File: src/rtl/lcd_class_overlay.sv
// Pixel source for the LCD RGB top: forwards frame-buffer FIFO pixels and overlays a
// class banner (palette box, white border, tick blocks) that only changes at frame start.
module lcd_class_overlay #(
  parameter int unsigned BANNER_X0   = 16,
  parameter int unsigned BANNER_Y0   = 16,
  parameter int unsigned BANNER_W    = 192,
  parameter int unsigned BANNER_H    = 32,
  parameter int unsigned HOLD_FRAMES = 30
) (
  input  logic        lcd_clk,
  input  logic        sys_rst,
  input  logic        out_vsync,
  input  logic [10:0] pixel_xpos,
  input  logic [10:0] pixel_ypos,
  input  logic        data_req,
  input  logic [3:0]  obj_class,
  input  logic        class_valid,
  output logic        fifo_rd_en,
  input  logic [15:0] fifo_data,
  output logic [15:0] pixel_out,
  output logic        banner_on
);

  localparam int unsigned CW      = 4;
  localparam int unsigned PW      = 16;
  localparam int unsigned HW      = (HOLD_FRAMES > 1) ? $clog2(HOLD_FRAMES) : 1;
  localparam int unsigned NTICK   = 15;
  localparam logic [CW-1:0] NO_CLASS = 4'hF;
  localparam logic [PW-1:0] WHITE    = 16'hFFFF;

  localparam logic signed [11:0] X0_S = 12'(BANNER_X0);
  localparam logic signed [11:0] Y0_S = 12'(BANNER_Y0);
  localparam logic signed [11:0] W_S  = 12'(BANNER_W);
  localparam logic signed [11:0] H_S  = 12'(BANNER_H);

  typedef enum logic {NO_OBJ, SHOW} state_t;

  state_t          state_q, state_d;
  logic            vsync_q;
  logic            pend_valid_q, pend_valid_d;
  logic [CW-1:0]   pend_class_q, pend_class_d;
  logic [CW-1:0]   shown_class_q, shown_class_d;
  logic [HW-1:0]   hold_cnt_q, hold_cnt_d;
  logic            ovl_q;
  logic [PW-1:0]   col_q;
  logic            banner_on_q;

  logic            frame_start_c;
  logic            eff_valid_c;
  logic [CW-1:0]   eff_class_c;
  logic signed [11:0] xr_c, yr_c;
  logic            inside_c, border_c, tick_row_c, tick_c, hit_c;
  logic [PW-1:0]   col_c;

  function automatic logic [PW-1:0] palette(input logic [CW-1:0] c);
    case (c)
      4'd0:    return 16'hF800;
      4'd1:    return 16'h07E0;
      4'd2:    return 16'h001F;
      4'd3:    return 16'hFFE0;
      4'd4:    return 16'hF81F;
      4'd5:    return 16'h07FF;
      4'd6:    return 16'hFD20;
      4'd7:    return 16'h8010;
      4'd8:    return 16'h0410;
      4'd9:    return 16'h8400;
      4'd10:   return 16'h041F;
      4'd11:   return 16'hF8B2;
      4'd12:   return 16'hBFE0;
      4'd13:   return 16'h7BEF;
      4'd14:   return 16'hA145;
      default: return 16'h0000;
    endcase
  endfunction

  assign frame_start_c = out_vsync & ~vsync_q;
  assign fifo_rd_en    = data_req;
  assign pixel_out     = ovl_q ? col_q : fifo_data;
  assign banner_on     = banner_on_q;

  // Signed relative coordinates so pixels left of / above the banner never wrap inside
  assign xr_c       = $signed({1'b0, pixel_xpos}) - X0_S;
  assign yr_c       = $signed({1'b0, pixel_ypos}) - Y0_S;
  assign inside_c   = (xr_c >= 12'sd0) && (xr_c < W_S) && (yr_c >= 12'sd0) && (yr_c < H_S);
  assign border_c   = (xr_c < 12'sd2) || (yr_c < 12'sd2) ||
                      (xr_c >= W_S - 12'sd2) || (yr_c >= H_S - 12'sd2);
  assign tick_row_c = (yr_c >= 12'sd4) && (yr_c <= H_S - 12'sd5);

  always_comb begin
    tick_c = 1'b0;
    for (int i = 0; i < int'(NTICK); i++) begin
      if ((CW'(i) <= shown_class_q) &&
          (xr_c >= $signed(12'(4 + 12 * i))) && (xr_c <= $signed(12'(11 + 12 * i))))
        tick_c = 1'b1;
    end
    tick_c = tick_c & tick_row_c;
    col_c  = (border_c || tick_c) ? WHITE : palette(shown_class_q);
    hit_c  = inside_c && (state_q == SHOW);
  end

  // Class bookkeeping; a strobe coincident with frame start is applied to that frame
  always_comb begin
    state_d       = state_q;
    pend_valid_d  = pend_valid_q;
    pend_class_d  = pend_class_q;
    shown_class_d = shown_class_q;
    hold_cnt_d    = hold_cnt_q;
    eff_valid_c   = pend_valid_q | class_valid;
    eff_class_c   = class_valid ? obj_class : pend_class_q;

    if (class_valid) begin
      pend_valid_d = 1'b1;
      pend_class_d = obj_class;
    end

    if (frame_start_c) begin
      pend_valid_d = 1'b0;
      if (eff_valid_c) begin
        if (eff_class_c != NO_CLASS) begin
          shown_class_d = eff_class_c;
          hold_cnt_d    = HW'(HOLD_FRAMES - 1);
          state_d       = SHOW;
        end else begin
          state_d = NO_OBJ;
        end
      end else if (state_q == SHOW) begin
        if (hold_cnt_q == '0) state_d = NO_OBJ;
        else                  hold_cnt_d = hold_cnt_q - HW'(1);
      end
    end
  end

  always_ff @(posedge lcd_clk) begin
    if (sys_rst) begin
      state_q       <= NO_OBJ;
      vsync_q       <= 1'b0;
      pend_valid_q  <= 1'b0;
      pend_class_q  <= NO_CLASS;
      shown_class_q <= NO_CLASS;
      hold_cnt_q    <= '0;
      ovl_q         <= 1'b0;
      col_q         <= '0;
      banner_on_q   <= 1'b0;
    end else begin
      state_q       <= state_d;
      vsync_q       <= out_vsync;
      pend_valid_q  <= pend_valid_d;
      pend_class_q  <= pend_class_d;
      shown_class_q <= shown_class_d;
      hold_cnt_q    <= hold_cnt_d;
      ovl_q         <= data_req & hit_c;
      col_q         <= col_c;
      banner_on_q   <= (state_d == SHOW);
    end
  end

endmodule

File: config.mk
export PLATFORM = sky130hd
export DESIGN_NAME = lcd_class_overlay
export DESIGN_NICKNAME = d
export VERILOG_FILES = /design/src/rtl/lcd_class_overlay.sv
export SDC_FILE = /design/constraint.sdc
export NUM_CORES = 1
export LEC_CHECK = 0
export ABC_AREA = 1
export ABC_CLOCK_PERIOD_IN_PS = 2500
export BUFFER_PORTS_ARGS = -buffer_cell sky130_fd_sc_hd__buf_2
export CAP_MARGIN = 20
export CELL_PAD_IN_SITES_DETAIL_PLACEMENT = 1
export CELL_PAD_IN_SITES_GLOBAL_PLACEMENT = 1
export CORE_UTILIZATION = 40
export CTS_CLUSTER_SIZE = 8
export DETAILED_ROUTE_END_ITERATION = 16
export GPL_TIMING_DRIVEN = 0
export PLACE_DENSITY = 0.92
export SLEW_MARGIN = 0
export SYNTH_ARGS = -nofsm -noshare
export SYNTH_HDL_FRONTEND = slang
export SYNTH_SLANG_ARGS = --single-unit
File: constraint.sdc
create_clock -name lcd_clk -period 2.5 [get_ports lcd_clk]
set_clock_uncertainty 0.15 [all_clocks]
set_input_delay 0.125 -clock lcd_clk [delete_from_list [all_inputs] [get_ports lcd_clk]]
set_output_delay 0.125 -clock lcd_clk [all_outputs]
set_load 0.05 [all_outputs]
# After elaboration in Yosys (flattened, before gate mapping)
# Memories as Yosys holds them, arrays and structs flattened. A register that Yosys moved wholly into a read port is not among the register bits.
# Index checks and enable logic that the tools add are counted.
# Widths: inputs -> output; s select.
# word_totals
in_bits	47
regBits	33
word_cells	147
mem_count	1
romBits	256
# mem_list
name	depth	width	read_ports	rd_clocked_by_memory_dff	wr	line	text
(no name shown)	16	16	1	1	0	56	case (c)
# op_classes
bitwise_logic	5
addsub	3
eq_ne	3
magnitude_cmp	55
n_reduce_logical	44
mux	28
# ops
operator	count
$ge 12x8->1 const B	6
$ge 12x9->1 const B	5
$le 12x8->1 const B	5
$le 12x9->1 const B	5
$ge 12x6->1 const B	3
$le 12x7->1 const B	3
$logic_and 1x1->1	35
$mux 16	2
$le 4x4->1 const A	7
$ge 12x1->1 const B	2
$ge 12x4->1 const B	2
$ge 12x7->1 const B	2
$le 12x6->1 const B	2
$lt 12x3->1 const B	2
$sub 11x5->12 const B	2
$mux 5	4
$mux 1	19
$le 3x4->1 const A	4
$le 12x5->1 const B	1
$lt 12x7->1 const B	1
$lt 12x9->1 const B	1
$mux 4	3
$le 1x4->1 const A	2
$le 2x4->1 const A	2
13 further kinds	18

# Logic depth before layout (Yosys ltp)
# Gate-level depths: netlist (run 1).
# logic_depth
ltp_word	22
ltp_mapped	20
depth_no_buf	19

# Worst setup path before layout (run 1)
# OpenSTA, ideal clock, no wires.
# synth_timing
kind	register to register
startpoint	reg pend_class_q[0]
endpoint	reg with a tool-made name
stages_incl_launch_ff	16
t_required_ns	2.216
period_less_slack_ns	2.332
slack_ns	0.168
arrival_ns	2.048
path_buffers	1
path_cell_list	dfxtp_1 -> nand2_1 -> and2_1 -> nor2_1 -> nand3_1 -> nand3_1 -> buf_2 -> a21oi_1 -> inv_1 -> nor2_2 -> inv_1 -> ha_1 -> inv_1 -> nor2_1 -> o21ai_0 -> o21ai_0
# synth_lines
element	line	text
start: declaration	41	logic [CW-1:0] pend_class_q, pend_class_d;
start signal: assignment	148	pend_class_q <= pend_class_d;

==> results of run 1 <==
[cells by family (layout without fill, tap and decap cells)]
kind of cell | after synthesis | count (layout) | share of synthesized area
xor gates and xnor gates | 5 | 5 | 0.0140
buffers and inverters | 115 | 203 | 0.135
and+or+nand+nor | 304 | 304 | 0.397
adders and majority gates | 17 | 17 | 0.0582
DFF | 45 | 45 | 0.247
AOI/OAI and AO/OA | 66 | 66 | 0.112
muxes | 12 | 12 | 0.0370
[routing by layer]
layer / wire length [um] / share of wire
met5: 0 / 0
met4: 322 / 0.026
met3: 674 / 0.055
met2: 6180 / 0.51
met1: 5010 / 0.41
[cell type report]
type | instances | area (sq um) | share of cell area
Buffer | 15 | 128 | 0.0289
Clock buffer | 5 | 68.8 | 0.0156
Clock inverter | 3 | 25.0 | 0.00567
Inverter | 100 | 382 | 0.0865
Multi-Input combinational cell | 404 | 2320 | 0.526
Sequential cell | 45 | 901 | 0.204
Tap cell | 108 | 135 | 0.0306
Timing Repair Buffer | 80 | 453 | 0.103
[cells in the mapped netlist (5+ instances only)]
cell | count | area, sq um
nand3_2 | 15 | 150
inv_1 | 94 | 353
nor3_1 | 9 | 45.0
mux2_2 | 12 | 135
inv_2 | 5 | 18.8
o21ai_0 | 27 | 135
nand2_1 | 124 | 465
nor2_2 | 8 | 50.1
a21oi_1 | 12 | 60.1
o211ai_1 | 6 | 45.0
ha_1 | 17 | 213
dfxtp_1 | 45 | 901
nand3_1 | 56 | 280
buf_2 | 5 | 25.0
a31oi_1 | 6 | 37.5
o21ai_1 | 5 | 25.0
nand2_2 | 5 | 31.3
nor2_1 | 61 | 229
nand4_1 | 13 | 81.3
[power breakdown]
part	internal [mW]	total (mW)	switching [mW]	leakage [nW]
combinational	0.206	0.625	0.419	1.86
clock	0.202	0.482	0.280	0.0447
sequential	0.789	0.826	0.0366	0.375
total	1.20	1.93	0.736	2.28
[critical path: stages (launching register included)]
cell     delay [ps]
dfxtp_1         320
nand2_1          70
and2_4          150
nor2_1           40
nand3_1          70
nand3_2         110
buf_8           160
a21oi_4         170
inv_2            60
nor2_4          140
inv_2            80
ha_1            320
inv_1            60
nor2_1           60
o21ai_2         180
o21ai_0         140
[worst min path at each step]
stage | start | end | slack, ps | cells after the start
after floorplan | out_vsync | vsync_q | 110 | 2
after global placement | out_vsync | vsync_q | 200 | 3
after detailed placement | obj_class[1] | pend_class_q[1] | 220 | 3
after CTS | obj_class[1] | shown_class_q[1] | 40 | 5
after global routing | obj_class[0] | pend_class_q[0] | 40 | 4
final | obj_class[0] | pend_class_q[0] | 30 | 4
[timing repair]
item,in CTS,in global routing
endpoints found under the setup margin,25,27
pin swaps,0,5
cloned,0,0
resized for setup,10,15
hold buffers,4,0
setup buffers,1,12
endpoints found under the hold margin,4,0
[stage by stage]
| stage | utilization | instance area (sq um) | setup TNS, ps | cells |
|---|---|---|---|---|
| global route | 0.504 | 4410 | -163 | 760 |
| global placement | 0.468 | 4100 | -4300 | 735 |
| floorplan | - | 3650 | 0 | 564 |
| finish | 0.504 | 4410 | 0 | 760 |
| CTS | 0.488 | 4280 | 0 | 748 |
| detailed placement | 0.468 | 4100 | -8210 | 735 |
==> flow_summary.toml, run 1 <==
[status]
status = "finished, final reports clean"

[grt]
grt_overflow = 0
grt_use_met2 = 0.470
grt-busiest-layer = "met2"
grt_pass1_wl_um = 20100
grt_max_degree = 17
antenna_found_initial = 0
grtUsageMet1 = 0.308
grt_use_total = 0.258
grtUsageMet3 = 0.0381
grt_pass1_vias = 4262

[setup_path]
worstPathArrival_ps = 2420
cp-end-kind = "flip-flop"
r2r_cells = 15
crit_required_ps = 2540
critPathLaunch = "pend_class_q[3]"
regToRegStartpoint = "pend_class_q[3]"
crit_fanout = 6
r2r_slack_ps = 120
worst-setup-path-type = "flip-flop to flip-flop"
start_kind = "flip-flop"

[cts]
cts_tree = "yes"
worstSkewPairLatency_ps = 310
numClockSinks = 45
h-tree-depth = 2
cts-root-buf = "clkbuf_8"
clock_path_buffers = 2
numCtsBuffers = 5
clkTransAtPathRegs_ps = 90

[layout]
nets = 715
final_cell_mix = "nand2_1, inv_1, buf_2"
layout_commonest_cell = "nand2_1"
drive_above_1_share = 0.258
fillers = 1217
area_delta_synth_final_pct = 20.8
diodes = 0

[sta]
post-route-min-period_ps = 2380
setup_ws_ps = 115
worst_slew_margin_rel = 0.611
final_max_slew_viol_count = 0
fmax_mhz = 419
timing.hold.ws_ps = 28.7
setup_viol = 0
min_period_over_period = 0.954
worstMarginPinSlew_ps = 580
hold_violations = 0

[placement]
numPortBuffers = 63
dp_hpwl_um = 9320
dp_slack_ps = -478
gp_congestion = 0.947

[yosys]
synth_enable_flop_cells = 0
seq_area_frac_synth = 0.247
yosysWarnings = 0
yosys_most_used_dff = "dfxtp_1"
syn_inst = 564
synth_cell_types = 45
syn_area_sq_mm = 0.00365
syn_nets = 628
syn_area_per_cell_sq_um = 6.48
ys_async_sr_fraction = 0
ys_seq_elements = 45

[floorplan]
core_region_area_sq_mm = 0.00876
fp-row-count = 34
die_x_um = 97.6
ios = 65
die_area_sq_mm = 0.00952
initial_core_util = 0.417
die_h_um = 97.6

[detailed_routing]
routedWlPerCell_um = 16.0
drc = 0
vias_per_cell = 5.40
vias = 4103
first_pass_iters = 5
ant_nets = 0
drt-initial-drc-count = 243
wl_um = 12200

[power]
p_leak_nw = 2.28
p_total_mw = 1.93
powerDensity_mw_per_mm2 = 438
ir_drop_uv = 295

[worst_hold_path]
min_path_type = "input port to flip-flop"

[job]
drv_cap = 0
Note: power is estimated with default switching activity, not from simulation.
==> inputs of run 2 (changes only) <==
- PLACE_DENSITY: 0.92 -> 0.9
==> run 2 against run 1 <==
Worst hold slack lost 3.2 ps. Clock power is 4% lower. Maximum frequency is 2.0% lower. Global-route usage down 1.5 points. Largest power group unchanged. Highest routed layer unchanged. Utilization grew 0.10 points. Largest cell class unchanged. Sequential power is essentially flat.
==> flow_summary.toml, run 2 (same netlist as run 1, synthesis figures left out) <==
[status]
status = "finished, final reports clean"

[floorplan]
die_h_um = 97.6
initial_core_util = 0.417
die_area_sq_mm = 0.00952
die_x_um = 97.6
ios = 65
core_region_area_sq_mm = 0.00876
fp-row-count = 34

[placement]
numPortBuffers = 63
dp_hpwl_um = 9070
dp_slack_ps = -482
gp_congestion = 0.907
dp.cells = 735

[detailed_routing]
drc = 0
vias_per_cell = 5.29
wl_um = 11800
drt-initial-drc-count = 205
ant_nets = 0
routedWlPerCell_um = 15.5
first_pass_iters = 4
vias = 4008

[layout]
final_cell_mix = "nand2_1, inv_1, buf_2"
layout_commonest_cell = "nand2_1"
fillers = 1201
nets = 713
drive_above_1_share = 0.255
area_delta_synth_final_pct = 21.1
diodes = 0
instances_no_fill = 758
fin_util = 0.505

[sta]
post-route-min-period_ps = 2430
min_period_over_period = 0.973
setup_ws_ps = 66.7
worstMarginPinSlew_ps = 633
setup_viol = 0
final_max_slew_viol_count = 0
fin_setup_tns_ps = 0
hold_violations = 0
worst_slew_margin_rel = 0.575
fmax_mhz = 411

[grt]
grt_use_total = 0.244
grt_overflow = 0
grt_pass1_wl_um = 19100
grt_pass1_vias = 4059
antenna_found_initial = 0
grt_max_degree = 16

[power]
p_leak_nw = 2.28
ir_drop_uv = 198
p_total_mw = 1.90
powerDensity_mw_per_mm2 = 430

[setup_path]
regToRegStartpoint = "pend_class_q[0]"
crit_fanout = 10
r2r_cells = 16
cp-end-kind = "flip-flop"
worst-setup-path-type = "input port to flip-flop"
crit_required_ps = 2550
worstPathArrival_ps = 2490
start_kind = "input port"
r2r_slack_ps = 140

[cts]
cts-root-buf = "clkbuf_8"
numCtsBuffers = 5
worstSkewPairLatency_ps = 300
cts_tree = "yes"
numClockSinks = 45
clkTransAtPathRegs_ps = 90
h-tree-depth = 2
clock_path_buffers = 2

[job]
drv_cap = 0

[worst_hold_path]
holdPathStages = 4
min_path_type = "input port to flip-flop"
hold_end = "pend_class_q[3]"
hold_start = "obj_class[3]"
==> run 2: worst max-delay path by stage <==
| stage | from | endpoint | slack [ps] |
|---|---|---|---|
| 5_1_grt | pend_class_q[3] | flip-flop | -50 |
| 3_3_place_gp | pixel_xpos[4] | col_q[10] | -350 |
| 2_1_floorplan | pend_class_q[0] | flip-flop | 170 |
| 4_1_cts | pend_class_q[0] | flip-flop | 20 |
| 6_report | pixel_xpos[4] | col_q[9] | 70 |
| 3_5_place_dp | pixel_xpos[4] | col_q[14] | -480 |
==> run 2: timing repair <==
item                                   in CTS  in global routing
pin swaps                                   0                  5
gates cloned                                0                  2
gates resized for setup                    10                 18
endpoints found under the hold margin       4                  0
hold buffers                                4                  0
setup endpoints to repair                  24                 24
buffers inserted                            1                  8
==> run 2: layout make-up <==
class / instances / area (sq um) / share of cell area
Multi-Input combinational cell: 404 / 2330 / 0.527
Sequential cell: 45 / 901 / 0.204
Timing Repair Buffer: 78 / 458 / 0.104
Inverter: 100 / 382 / 0.0863
Tap cell: 108 / 135 / 0.0306
Buffer: 15 / 125 / 0.0283
Clock buffer: 5 / 68.8 / 0.0156
Clock inverter: 3 / 22.5 / 0.00509
==> run 2: report_power, final <==
part	leakage, nW	switching [mW]	internal, mW
clock network	0.0481	0.267	0.199
logic	1.85	0.411	0.204
registers	0.375	0.0347	0.789
==> run 2: metrics by stage <==
step | hold WS (ps) | cell area (sq um)
4_1_cts | 35.4 | 4270
6_report | 25.5 | 4420
2_1_floorplan | 108 | 3650
5_1_grt | 27.3 | 4420
3_5_place_dp | 217 | 4100
3_3_place_gp | 204 | 4100
==> run 2: layer usage <==
layer	up-vias	share of wire	track usage
li1	1975	-	-
met1	1908	0.41	0.293
met2	108	0.52	0.452
met3	17	0.056	0.0302
met4	0	0.017	0.0633
met5	-	0	0
==> run 2: critical path, cell delays in order <==
cell and delay [ps]:
clkbuf_4 160, clkinvlp_4 130, buf_4 190, nand2_4 80, inv_2 30, nand2_2 130, clkbuf_1 490, nand3_1 220
nand2_1 100, nand3_1 80, nor2_1 100, nand4_1 110, nand2_2 180, clkbuf_16 180, nand3_2 60, nand2_1 80
inv_1 50
